===== config.mk =====
export PLATFORM = sky130hd
export DESIGN_NAME = rom_reader
export DESIGN_NICKNAME = d
export VERILOG_FILES = /design/src/rtl/rom_reader.sv
export SDC_FILE = /design/constraint.sdc
export NUM_CORES = 1
export LEC_CHECK = 0
export BUFFER_PORTS_ARGS = -buffer_cell sky130_fd_sc_hd__buf_4
export CORE_UTILIZATION = 50
export DETAILED_ROUTE_END_ITERATION = 8
export PLACE_DENSITY = 0.83
export SYNTH_ARGS = -nofsm -noshare
export SYNTH_HDL_FRONTEND = slang
export SYNTH_SLANG_ARGS = --single-unit

===== constraint.sdc =====
create_clock -name i_clk -period 3.3 [get_ports i_clk]
set_input_delay 0.495 -clock i_clk [delete_from_list [all_inputs] [get_ports i_clk]]
set_output_delay 0.495 -clock i_clk [all_outputs]
set_load 0.01 [all_outputs]

===== src/rtl/rom_reader.sv =====
// rom_reader
// ----------
// Initiator side of the ROM read interface. Fetches a block of consecutive
// bytes from the rom and streams them out one at a time over a valid/ready
// handshake. For each byte it presents the address for one cycle, then
// pulses read for exactly one cycle while holding the address. It then waits
// for the rom's valid pulse and holds the captured byte until the consumer
// takes it. If the rom never answers, the block ends early with a sticky
// timeout flag.
//
// Parameters:
//   ADDR_W   rom address width (block length is 0 .. 2**ADDR_W)
//   DATA_W   rom data width
//   TIMEOUT  WAIT cycles allowed for i_rom_valid after a read pulse (>= 3)
//
// Ports:
//   i_clk, i_rst_n         clock, asynchronous active-low reset
//   i_start                start a block fetch (sampled only while idle)
//   i_base, i_len          first address and byte count, latched on start
//   o_busy                 high from accepted start until back in idle
//   o_done                 one-cycle pulse at the end of every block
//   o_error                sticky timeout flag, cleared by the next start
//   o_rom_read             registered single-cycle read strobe to the rom
//   o_rom_address          address to the rom
//   i_rom_data, i_rom_valid  rom response
//   o_data, o_valid        fetched byte and its valid flag
//   i_ready                consumer accepts o_data when o_valid && i_ready
//   o_index                offset of o_data within the block (0-based)

module rom_reader #(
  parameter int ADDR_W  = 8,
  parameter int DATA_W  = 8,
  parameter int TIMEOUT = 7
) (
  input  logic              i_clk,
  input  logic              i_rst_n,
  input  logic              i_start,
  input  logic [ADDR_W-1:0] i_base,
  input  logic [ADDR_W:0]   i_len,
  output logic              o_busy,
  output logic              o_done,
  output logic              o_error,
  output logic              o_rom_read,
  output logic [ADDR_W-1:0] o_rom_address,
  input  logic [DATA_W-1:0] i_rom_data,
  input  logic              i_rom_valid,
  output logic [DATA_W-1:0] o_data,
  output logic              o_valid,
  input  logic              i_ready,
  output logic [ADDR_W-1:0] o_index
);

  localparam int LEN_W = ADDR_W + 1;
  // Counter only needs to reach TIMEOUT-1: the last WAIT cycle is the one
  // where the counter already holds TIMEOUT-1.
  localparam int CNT_W = (TIMEOUT > 2) ? $clog2(TIMEOUT) : 2;
  localparam logic [CNT_W-1:0] CNT_LAST = CNT_W'(TIMEOUT - 1);

  typedef enum logic [2:0] {
    ST_IDLE   = 3'd0,
    ST_SETUP  = 3'd1,
    ST_ISSUE  = 3'd2,
    ST_WAIT   = 3'd3,
    ST_HOLD   = 3'd4,
    ST_FINISH = 3'd5
  } state_t;

  state_t              state_r;
  logic [ADDR_W-1:0]   base_r;
  logic [LEN_W-1:0]    len_r;
  logic [LEN_W-1:0]    offset_r;
  logic [CNT_W-1:0]    cnt_r;

  logic                busy_r;
  logic                done_r;
  logic                error_r;
  logic                rom_read_r;
  logic [ADDR_W-1:0]   rom_address_r;
  logic [DATA_W-1:0]   data_r;
  logic                valid_r;
  logic [ADDR_W-1:0]   index_r;

  logic [LEN_W-1:0]    next_offset_s;
  logic [ADDR_W-1:0]   next_addr_s;

  // Offset is one bit wider than the address so a 256-byte block can
  // compare offset+1 against len; the address itself wraps mod 2**ADDR_W.
  assign next_offset_s = offset_r + LEN_W'(1);
  assign next_addr_s   = base_r + next_offset_s[ADDR_W-1:0];

  // Block-fetch state machine with all outputs registered.
  always_ff @(posedge i_clk or negedge i_rst_n) begin
    if (!i_rst_n) begin
      state_r       <= ST_IDLE;
      base_r        <= '0;
      len_r         <= '0;
      offset_r      <= '0;
      cnt_r         <= '0;
      busy_r        <= 1'b0;
      done_r        <= 1'b0;
      error_r       <= 1'b0;
      rom_read_r    <= 1'b0;
      rom_address_r <= '0;
      data_r        <= '0;
      valid_r       <= 1'b0;
      index_r       <= '0;
    end else begin
      // Pulse outputs default low so read can never stay high two cycles.
      done_r     <= 1'b0;
      rom_read_r <= 1'b0;
      case (state_r)
        ST_IDLE: begin
          if (i_start) begin
            base_r   <= i_base;
            len_r    <= i_len;
            offset_r <= '0;
            error_r  <= 1'b0;
            busy_r   <= 1'b1;
            if (i_len == LEN_W'(0)) begin
              state_r <= ST_FINISH;
            end else begin
              rom_address_r <= i_base;
              state_r       <= ST_SETUP;
            end
          end
        end
        ST_SETUP: begin
          // Address has been stable for a full cycle; raise read next.
          rom_read_r <= 1'b1;
          state_r    <= ST_ISSUE;
        end
        ST_ISSUE: begin
          cnt_r   <= '0;
          state_r <= ST_WAIT;
        end
        ST_WAIT: begin
          if (i_rom_valid) begin
            data_r  <= i_rom_data;
            index_r <= offset_r[ADDR_W-1:0];
            valid_r <= 1'b1;
            state_r <= ST_HOLD;
          end else if (cnt_r == CNT_LAST) begin
            error_r <= 1'b1;
            state_r <= ST_FINISH;
          end else begin
            cnt_r <= cnt_r + CNT_W'(1);
          end
        end
        ST_HOLD: begin
          if (i_ready) begin
            valid_r  <= 1'b0;
            offset_r <= next_offset_s;
            if (next_offset_s == len_r) begin
              state_r <= ST_FINISH;
            end else begin
              rom_address_r <= next_addr_s;
              state_r       <= ST_SETUP;
            end
          end
        end
        ST_FINISH: begin
          done_r  <= 1'b1;
          busy_r  <= 1'b0;
          state_r <= ST_IDLE;
        end
        default: begin
          // Unreachable encodings recover to idle with the stream closed.
          busy_r  <= 1'b0;
          valid_r <= 1'b0;
          state_r <= ST_IDLE;
        end
      endcase
    end
  end

  assign o_busy        = busy_r;
  assign o_done        = done_r;
  assign o_error       = error_r;
  assign o_rom_read    = rom_read_r;
  assign o_rom_address = rom_address_r;
  assign o_data        = data_r;
  assign o_valid       = valid_r;
  assign o_index       = index_r;

endmodule


# After elaboration in Yosys (flattened, before gate mapping)
# Index checks and enable logic that the tools add are counted.
# op_classes
n_reduce_logical	16
n_bitwise	2
n_addsub	3
n_eq_ne	16
n_mux	29
# op_table
operator	n
8-bit two-way mux	4
3-bit two-way mux	8
9-bit two-way mux	2
9-bit case mux with 2 select lines	1
2-bit != test, second input constant	8
8-bit case mux with 2 select lines	1
3-bit case mux with 5 select lines	1
3-bit AND reduction	4
9-bit by 1-bit adder with 9-bit output, second input constant	1
3-bit equality test, second input constant	3
9-bit equality test	1
9-bit zero test	1
8-bit adder	1
1-bit two-way mux	8
4-bit OR reduction	2
3-bit by 2-bit equality test with 1-bit output, second input constant	2
3-bit case mux with 2 select lines	1
2-bit AND reduction	3
2-bit nonzero test	3
5-bit AND reduction	1
1-bit case mux with 2 select lines	2
4-bit AND reduction	1
3-bit by 1-bit adder with 3-bit output, second input constant	1
3-bit by 1-bit equality test with 1-bit output, second input constant	1
4 further kinds	5
# totals
elab_cells	79
regBits	61
inputBits	30
out_inout_bits	29

# Logic depth before layout (Yosys ltp)
# Gate-level depths: netlist (run 1).
# depth
ltp_word	5
depth_mapped	12
ltp_nobuf	11

# Worst setup path before layout (run 1)
# OpenSTA, ideal clock, no wires.
# synth_timing
kind	register to register
start	register offset_r[1]
end	register rom_address_r[6] (netlist: o_rom_address[6])
stages_incl_launch_ff	13
required_time_ns	3.175
setup_slack_ns	0.669
setup_time_ns	0.125
arrival_ns	2.506
cell_sequence	dfrtp_1 ha_1 buf_6 nand3_2 xor2_1 inv_1 ha_1 and2_1 a311o_1 a21oi_1 xor2_1 o21ai_0 mux2_2
# synth_via
elab_chain_cells	5
elab_cells_between_ends	8
# synth_lines
item	line_no	text
start, declared	71	logic [LEN_W-1:0] offset_r;
start signal, assigned	152	offset_r <= next_offset_s;
9-bit by 1-bit adder with 9-bit output (*)	88	assign next_offset_s = offset_r + LEN_W'(1);
8-bit adder	89	assign next_addr_s = base_r + next_offset_s[ADDR_W-1:0];
8-bit two-way mux	153	if (next_offset_s == len_r) begin
8-bit two-way mux	150	if (i_ready) begin
8-bit case mux with 2 select lines	111	case (state_r)
end signal, assigned	122	rom_address_r <= i_base;
end signal, assigned	156	rom_address_r <= next_addr_s;
end, declared	78	logic [ADDR_W-1:0] rom_address_r;
# Every way passes the cells marked *; elsewhere a longest branch is shown, timed or not. The select of a mux whose other input is x is not followed.
# A chain may end at the register's enable or synchronous reset.

# Final worst setup path (run 1)
# layout_timing
start	register offset_r[0]
end	register rom_address_r[6] (netlist: o_rom_address[6])
# The elaborated chain is that of the path after synthesis.

==> results.sh, run 1 <==
export IMPL_cp_data_required_time_ps=3540
export IMPL_nets=395
export IMPL_path_max_fanout=10
export IMPL_fin_cells=436
export IMPL_core_area_sq_um=6310
export IMPL_clockBufferDepth=2
export IMPL_setup_slack_ps=226
export IMPL_finalSetupViolations=0
export IMPL_r2r_cells=11
export IMPL_n_antenna_cell=0
export IMPL_r2r_setup_slack_ps=230
export IMPL_vias=2533
export IMPL_ys_seq_area_frac=0.467
export IMPL_synthTopCellsByArea="dfrtp_1 47%, mux2_2 13%, ha_1 3.8%, nand2_1 3.7%, xnor2_1 3.5%"
export IMPL_dieArea_sq_um=6870
export IMPL_ys_types=52
export IMPL_syn_to_final_growth_pct=21.3
export IMPL_via_per_inst=5.81
export IMPL_grt_pass1_wl_um=12100
export IMPL_drive_gt1_frac=0.340
export IMPL_grt_overflow=0
export IMPL_synthFlopType="dfrtp_1"
export IMPL_drv_slew=0
export IMPL_critPathSlowestCell="dfrtp_1"
export IMPL_synth_mux_area_fraction=0.137
export IMPL_fin_crit_ps=3070
export IMPL_grtUsageMet2=0.366
export IMPL_fp_dieH_um=82.9
export IMPL_final_util=0.628
export IMPL_cts_hold_buf=0
export IMPL_dr_pass1_iters=4
export IMPL_netlist_instances=297
export IMPL_slowest_delay_ps=510
export IMPL_end_kind="register"
export IMPL_antenna_found_initial=0
export IMPL_use_met3=0.0557
export IMPL_status="finished clean"
export IMPL_post_synth_cell_area_avg_sq_um=11.0
export IMPL_min_period_over_period=0.932
export IMPL_critPathKind="register to register"
export IMPL_synth_top_family_by_area="multiplexers"
export IMPL_avgRoutedWirePerCell_um=16.4
export IMPL_grt_max_degree=62
export IMPL_crit_path_start_kind="register"
export IMPL_cts_max_level=3
export IMPL_postCtsSetupRepairBufs=0
export IMPL_yosysTopAreaCellShare=0.467
export IMPL_synthXorXnorAreaFrac=0.0643
export IMPL_ioPinCount=59
export IMPL_rsz0062_at_grt="no"
export IMPL_worstMarginPinSlew_ps=813
export IMPL_cts_sinks=61
export IMPL_cp_startpoint="offset_r[0]$_DFFE_PN0P_"
export IMPL_r2r_start="offset_r[0]$_DFFE_PN0P_"
export IMPL_ant_nets=0
export IMPL_fin_tns_setup_ps=0
export IMPL_io_buffers=58
export IMPL_synth_simple_area_share=0.121
export IMPL_cp_arrival_ps=3310
export IMPL_max_vdd_ir_drop_mv=0.529
export IMPL_grt_usage=0.223
export IMPL_pre_cts_ws_ps=271
export IMPL_cts_root_buf="clkbuf_8"
export IMPL_fmax_mhz=325
export IMPL_synthAdderAreaFrac=0.0444
export IMPL_syn_num_nets=338
export IMPL_p_leak_nw=1.85
export IMPL_die_w_um=82.9
export IMPL_dp_cells=420
export IMPL_cts_buffers=9
export IMPL_start_util=0.518
export IMPL_cellPowerDensity_nw_per_um2=837
export IMPL_drtIter0Drc=136
export IMPL_gp_congestion=0.949
export IMPL_synth_seq_cells=61
export IMPL_skew_ps=10.2
export IMPL_cts_resized=0
export IMPL_grt_busiest_layer="met2"
export IMPL_grt_pass1_vias=2527
export IMPL_clk_latency_ps=350
export IMPL_async_flop_share=1.00
export IMPL_drc=0
export IMPL_synth_compound_area_frac=0.136
export IMPL_yosys_area_top_type="dfrtp_1"
export IMPL_cap_violations=0
export IMPL_routed_wl_um=7150
export IMPL_synthesis_area_sq_um=3270
export IMPL_path_clk_slew_ps=70
export IMPL_hold_viol_final=0
export IMPL_slew_headroom=0.457
export IMPL_synth_warnings=0
export IMPL_min_path_type="input pin to asynchronous set/reset pin"
export IMPL_tritoncts="yes"
export IMPL_met1_usage=0.280
export IMPL_hpwl_um=5090
export IMPL_cp_cell_sequence="ha_1 -> nand3_2 -> xor2_1 -> inv_1 -> ha_1 -> and2_1 -> a311o_1 -> a21oi_1 -> xor2_1 -> o21ai_0 -> mux2_2"
export IMPL_std_cell_rows=29
export IMPL_synth_edff_count=0
[critical path, delay by kind of cell (launching register included)]
kind                       cells  cell delay, ps
adders and majority gates      2             830
AOI/OAI and AO/OA              3             550
DFF                            1             510
xor gates and xnor gates       2             410
and+or+nand+nor                2             300
muxes                          1             280
buffers and inverters          1              80
[through the flow]
step / cell area (sq um) / hold slack, ps / power [mW]
5_1_grt: 3970 / 267 / 3.53
6_report: 3970 / 207 / 3.32
3_3_place_gp: 3740 / 463 / 2.50
2_1_floorplan: 3270 / 199 / 2.13
4_1_cts: 3970 / 239 / 3.34
3_5_place_dp: 3740 / 470 / 2.58
[flip-flops by register name, summed over array words and instances (netlist names)]
| register | flops |
|---|---|
| state_r | 3 |
| o_valid | 1 |
| o_error | 1 |
| cnt_r | 3 |
| offset_r | 9 |
| len_r | 9 |
| o_index | 8 |
| o_rom_read | 1 |
| base_r | 8 |
| o_data | 8 |
| o_busy | 1 |
| o_rom_address | 8 |
| o_done | 1 |
[per-layer routing]
layer  routed length (um)  part of all wire  vias to the layer above
met4                  143             0.020                        0
met3                  365             0.051                       15
met1                 3120              0.44                     1238
met5                    0                 0                        -
li1                     -                 -                     1187
met2                 3530              0.49                       93
[report_power, final]
group | leakage (nW) | switching, mW | internal, mW
Combinational | 0.975 | 0.618 | 0.690
Clock | 0.110 | 0.326 | 0.428
Sequential | 0.768 | 0.232 | 1.02
[Yosys cell counts (all sizes together), types with 4 or more instances]
library cell and n:
nand2 33, dfrtp 61, o21ai 22, nor2 10, mux2 39, nand4 4
ha 10, nor3 5, inv 5, xnor2 13, clkbuf 9, nor2b 6
a21oi 12, nand3 6, a21o 5, buf 6, xor2 11
[layout by cell type (no fill, tap or decap), types with 6 or more instances in the layout]
cell type   n
a21oi_1    12
buf_4      61
clkbuf_8    9
dfrtp_1    61
ha_1       10
mux2_2     39
nand2_1    32
nor2_1      9
nor2b_1     6
o21ai_0    22
xnor2_1    13
xor2_1     11
[final timing paths]
| path | end |
|---|---|
| setup / recovery | o_rom_address[6]$_DFFE_PN0P_ |
| min in group i_clk | o_data[2]$_DFFE_PN0P_ |
| setup reg to reg | o_rom_address[6]$_DFFE_PN0P_ |
| hold / removal | len_r[7]$_DFFE_PN0P_ |
| max in group asynchronous | cnt_r[1]$_DFFE_PN0P_ |
| hold reg to reg | o_valid$_DFFE_PN0P_ |
[logic make-up after synthesis]
group / Yosys count
and+or+nand+nor: 77
AOI/OAI and AO/OA: 64
DFF: 61
muxes: 40
xor gates and xnor gates: 24
buffers and inverters: 20
adders and majority gates: 11
[cell type report]
class	instances	area [sq um]
Fill cell	535	2350
Multi-Input combinational cell	216	1640
Sequential cell	61	1530
Timing Repair Buffer	61	458
Clock buffer	9	124
Clock inverter	7	98.8
Tap cell	77	96.3
Inverter	5	18.8
Note: power is estimated with default switching activity, not from simulation.
==> inputs of run 2 (changes only) <==
CTS_BUF_LIST = sky130_fd_sc_hd__clkbuf_2   (was unset)
==> run 2 against run 1 <==
Fmax down 0.61%. Register-to-register slack worse by 20 ps. Sequential cell count unchanged. Clock power down 26%. Sequential power about the same. Wire length down 1.4%. Combinational power about the same. Worst hold slack worse by 190 ps. Critical path type unchanged. Largest power group unchanged.
==> results.sh, run 2 (synthesis gave the netlist of run 1 again) <==
export IMPL_cts_root_buf="clkbuf_2"
export IMPL_cts_sinks=61
export IMPL_critPathSlowestCell="dfrtp_1"
export IMPL_vias=2497
export IMPL_clockBufferDepth=2
export IMPL_dr_pass1_iters=4
export IMPL_ant_nets=0
export IMPL_slew_headroom=0.456
export IMPL_crit_path_start_kind="register"
export IMPL_min_path_type="input pin to asynchronous set/reset pin"
export IMPL_fin_crit_ps=3090
export IMPL_grt_overflow=0
export IMPL_start_util=0.518
export IMPL_final_cell_mix="61 x dfrtp_1, 61 x buf_4, 39 x mux2_2"
export IMPL_finalSetupViolations=0
export IMPL_end_kind="register"
export IMPL_cts_resized=0
export IMPL_drive_gt1_frac=0.340
export IMPL_setup_slack_ps=207
export IMPL_path_buf_inv=1
export IMPL_path_clk_slew_ps=200
export IMPL_worstMarginPinSlew_ps=814
export IMPL_grt_pass1_vias=2499
export IMPL_max_vdd_ir_drop_mv=0.502
export IMPL_routed_wl_um=7060
export IMPL_dieArea_sq_um=6870
export IMPL_fin_cells=436
export IMPL_fmax_mhz=323
export IMPL_drtIter0Drc=130
export IMPL_std_cell_rows=29
export IMPL_n_antenna_cell=0
export IMPL_grt_usage=0.221
export IMPL_drv_slew=0
export IMPL_cpLargestDelayFamily="adder cells"
export IMPL_critPathKind="register to register"
export IMPL_core_area_sq_um=6310
export IMPL_tritoncts="yes"
export IMPL_drc=0
export IMPL_min_period_over_period=0.937
export IMPL_r2r_start="offset_r[0]$_DFFE_PN0P_"
export IMPL_grt_max_degree=62
export IMPL_pre_cts_ws_ps=271
export IMPL_dp_cells=420
export IMPL_gp_congestion=0.949
export IMPL_hpwl_um=5090
export IMPL_syn_to_final_growth_pct=18.9
export IMPL_ioPinCount=59
export IMPL_status="finished clean"
export IMPL_fp_dieH_um=82.9
export IMPL_cp_arrival_ps=3520
export IMPL_avgRoutedWirePerCell_um=16.2
export IMPL_grt_pass1_wl_um=12000
export IMPL_cts_buffers=9
export IMPL_largestRegisters="len_r (9), offset_r (9)"
export IMPL_r2r_cells=11
export IMPL_r2r_setup_slack_ps=210
export IMPL_final_util=0.616
export IMPL_io_buffers=58
export IMPL_slowest_delay_ps=540
export IMPL_fin_tns_setup_ps=0
export IMPL_r2r_end="o_rom_address[6]$_DFFE_PN0P_"
export IMPL_num_fill_cells=541
export IMPL_cellPowerDensity_nw_per_um2=802
export IMPL_die_w_um=82.9
export IMPL_clk_latency_ps=520
export IMPL_cts_hold_buf=0
export IMPL_path_max_fanout=10
export IMPL_p_leak_nw=1.83
export IMPL_postCtsSetupRepairBufs=0
export IMPL_skew_ps=29.9
export IMPL_nets=395
export IMPL_cap_violations=0
export IMPL_rsz0062_at_grt="no"
export IMPL_cts_max_level=3
export IMPL_cp_cell_sequence="ha_1 -> nand3_2 -> xor2_1 -> inv_1 -> ha_1 -> and2_1 -> a311o_1 -> a21oi_1 -> xor2_1 -> o21ai_0 -> mux2_2"
export IMPL_antenna_found_initial=0
export IMPL_hold_viol_final=0
export IMPL_cp_data_required_time_ps=3720
export IMPL_via_per_inst=5.73
-- run 2: cell counts in the layout (fill, tap and decap cells not counted) --
Identical to the previous run, type by type.
-- run 2: metrics by stage --
stage,power [mW],hold slack [ps],instance area [sq um]
3_5_place_dp,2.58,470,3740
5_1_grt,3.33,26.7,3890
2_1_floorplan,2.13,199,3270
3_3_place_gp,2.50,463,3740
6_report,3.12,13.9,3890
4_1_cts,3.14,32.7,3890
-- run 2: area by class of cell --
type                    instances  area (sq um)  area share
multi-input cells             216          1640       0.423
clock buffers                   9          45.0      0.0116
clock inverters                 7          98.8      0.0254
inverters                       5          18.8     0.00483
repair buffers                 61           458       0.118
well taps                      77          96.3      0.0248
flip-flops and latches         61          1530       0.393
-- run 2: worst max path at each step --
stage                            start                            to  depth (start not counted)
2_1_floorplan  offset_r[1]$_DFFE_PN0P_  o_rom_address[6]$_DFFE_PN0P_                         12
4_1_cts        offset_r[0]$_DFFE_PN0P_  o_rom_address[6]$_DFFE_PN0P_                         11
5_1_grt        offset_r[0]$_DFFE_PN0P_  o_rom_address[6]$_DFFE_PN0P_                         11
3_5_place_dp   offset_r[0]$_DFFE_PN0P_  o_rom_address[6]$_DFFE_PN0P_                         11
6_report       offset_r[0]$_DFFE_PN0P_  o_rom_address[6]$_DFFE_PN0P_                         11
3_3_place_gp   offset_r[0]$_DFFE_PN0P_  o_rom_address[6]$_DFFE_PN0P_                         11
-- run 2: where the power goes --
group          leakage [nW]  internal, mW  switching, mW
Combinational         0.975         0.690          0.619
Clock                0.0825         0.254          0.305
Sequential            0.768          1.02          0.229
-- run 2: layer usage --
layer / track usage / share of wire / up-vias / routed length [um]
met5: 0 / 0 / - / 0
met4: 0.100 / 0.015 / 0 / 103
met3: 0.0527 / 0.050 / 11 / 355
met2: 0.361 / 0.50 / 77 / 3500
met1: 0.280 / 0.44 / 1215 / 3100
li1: - / - / 1194 / -
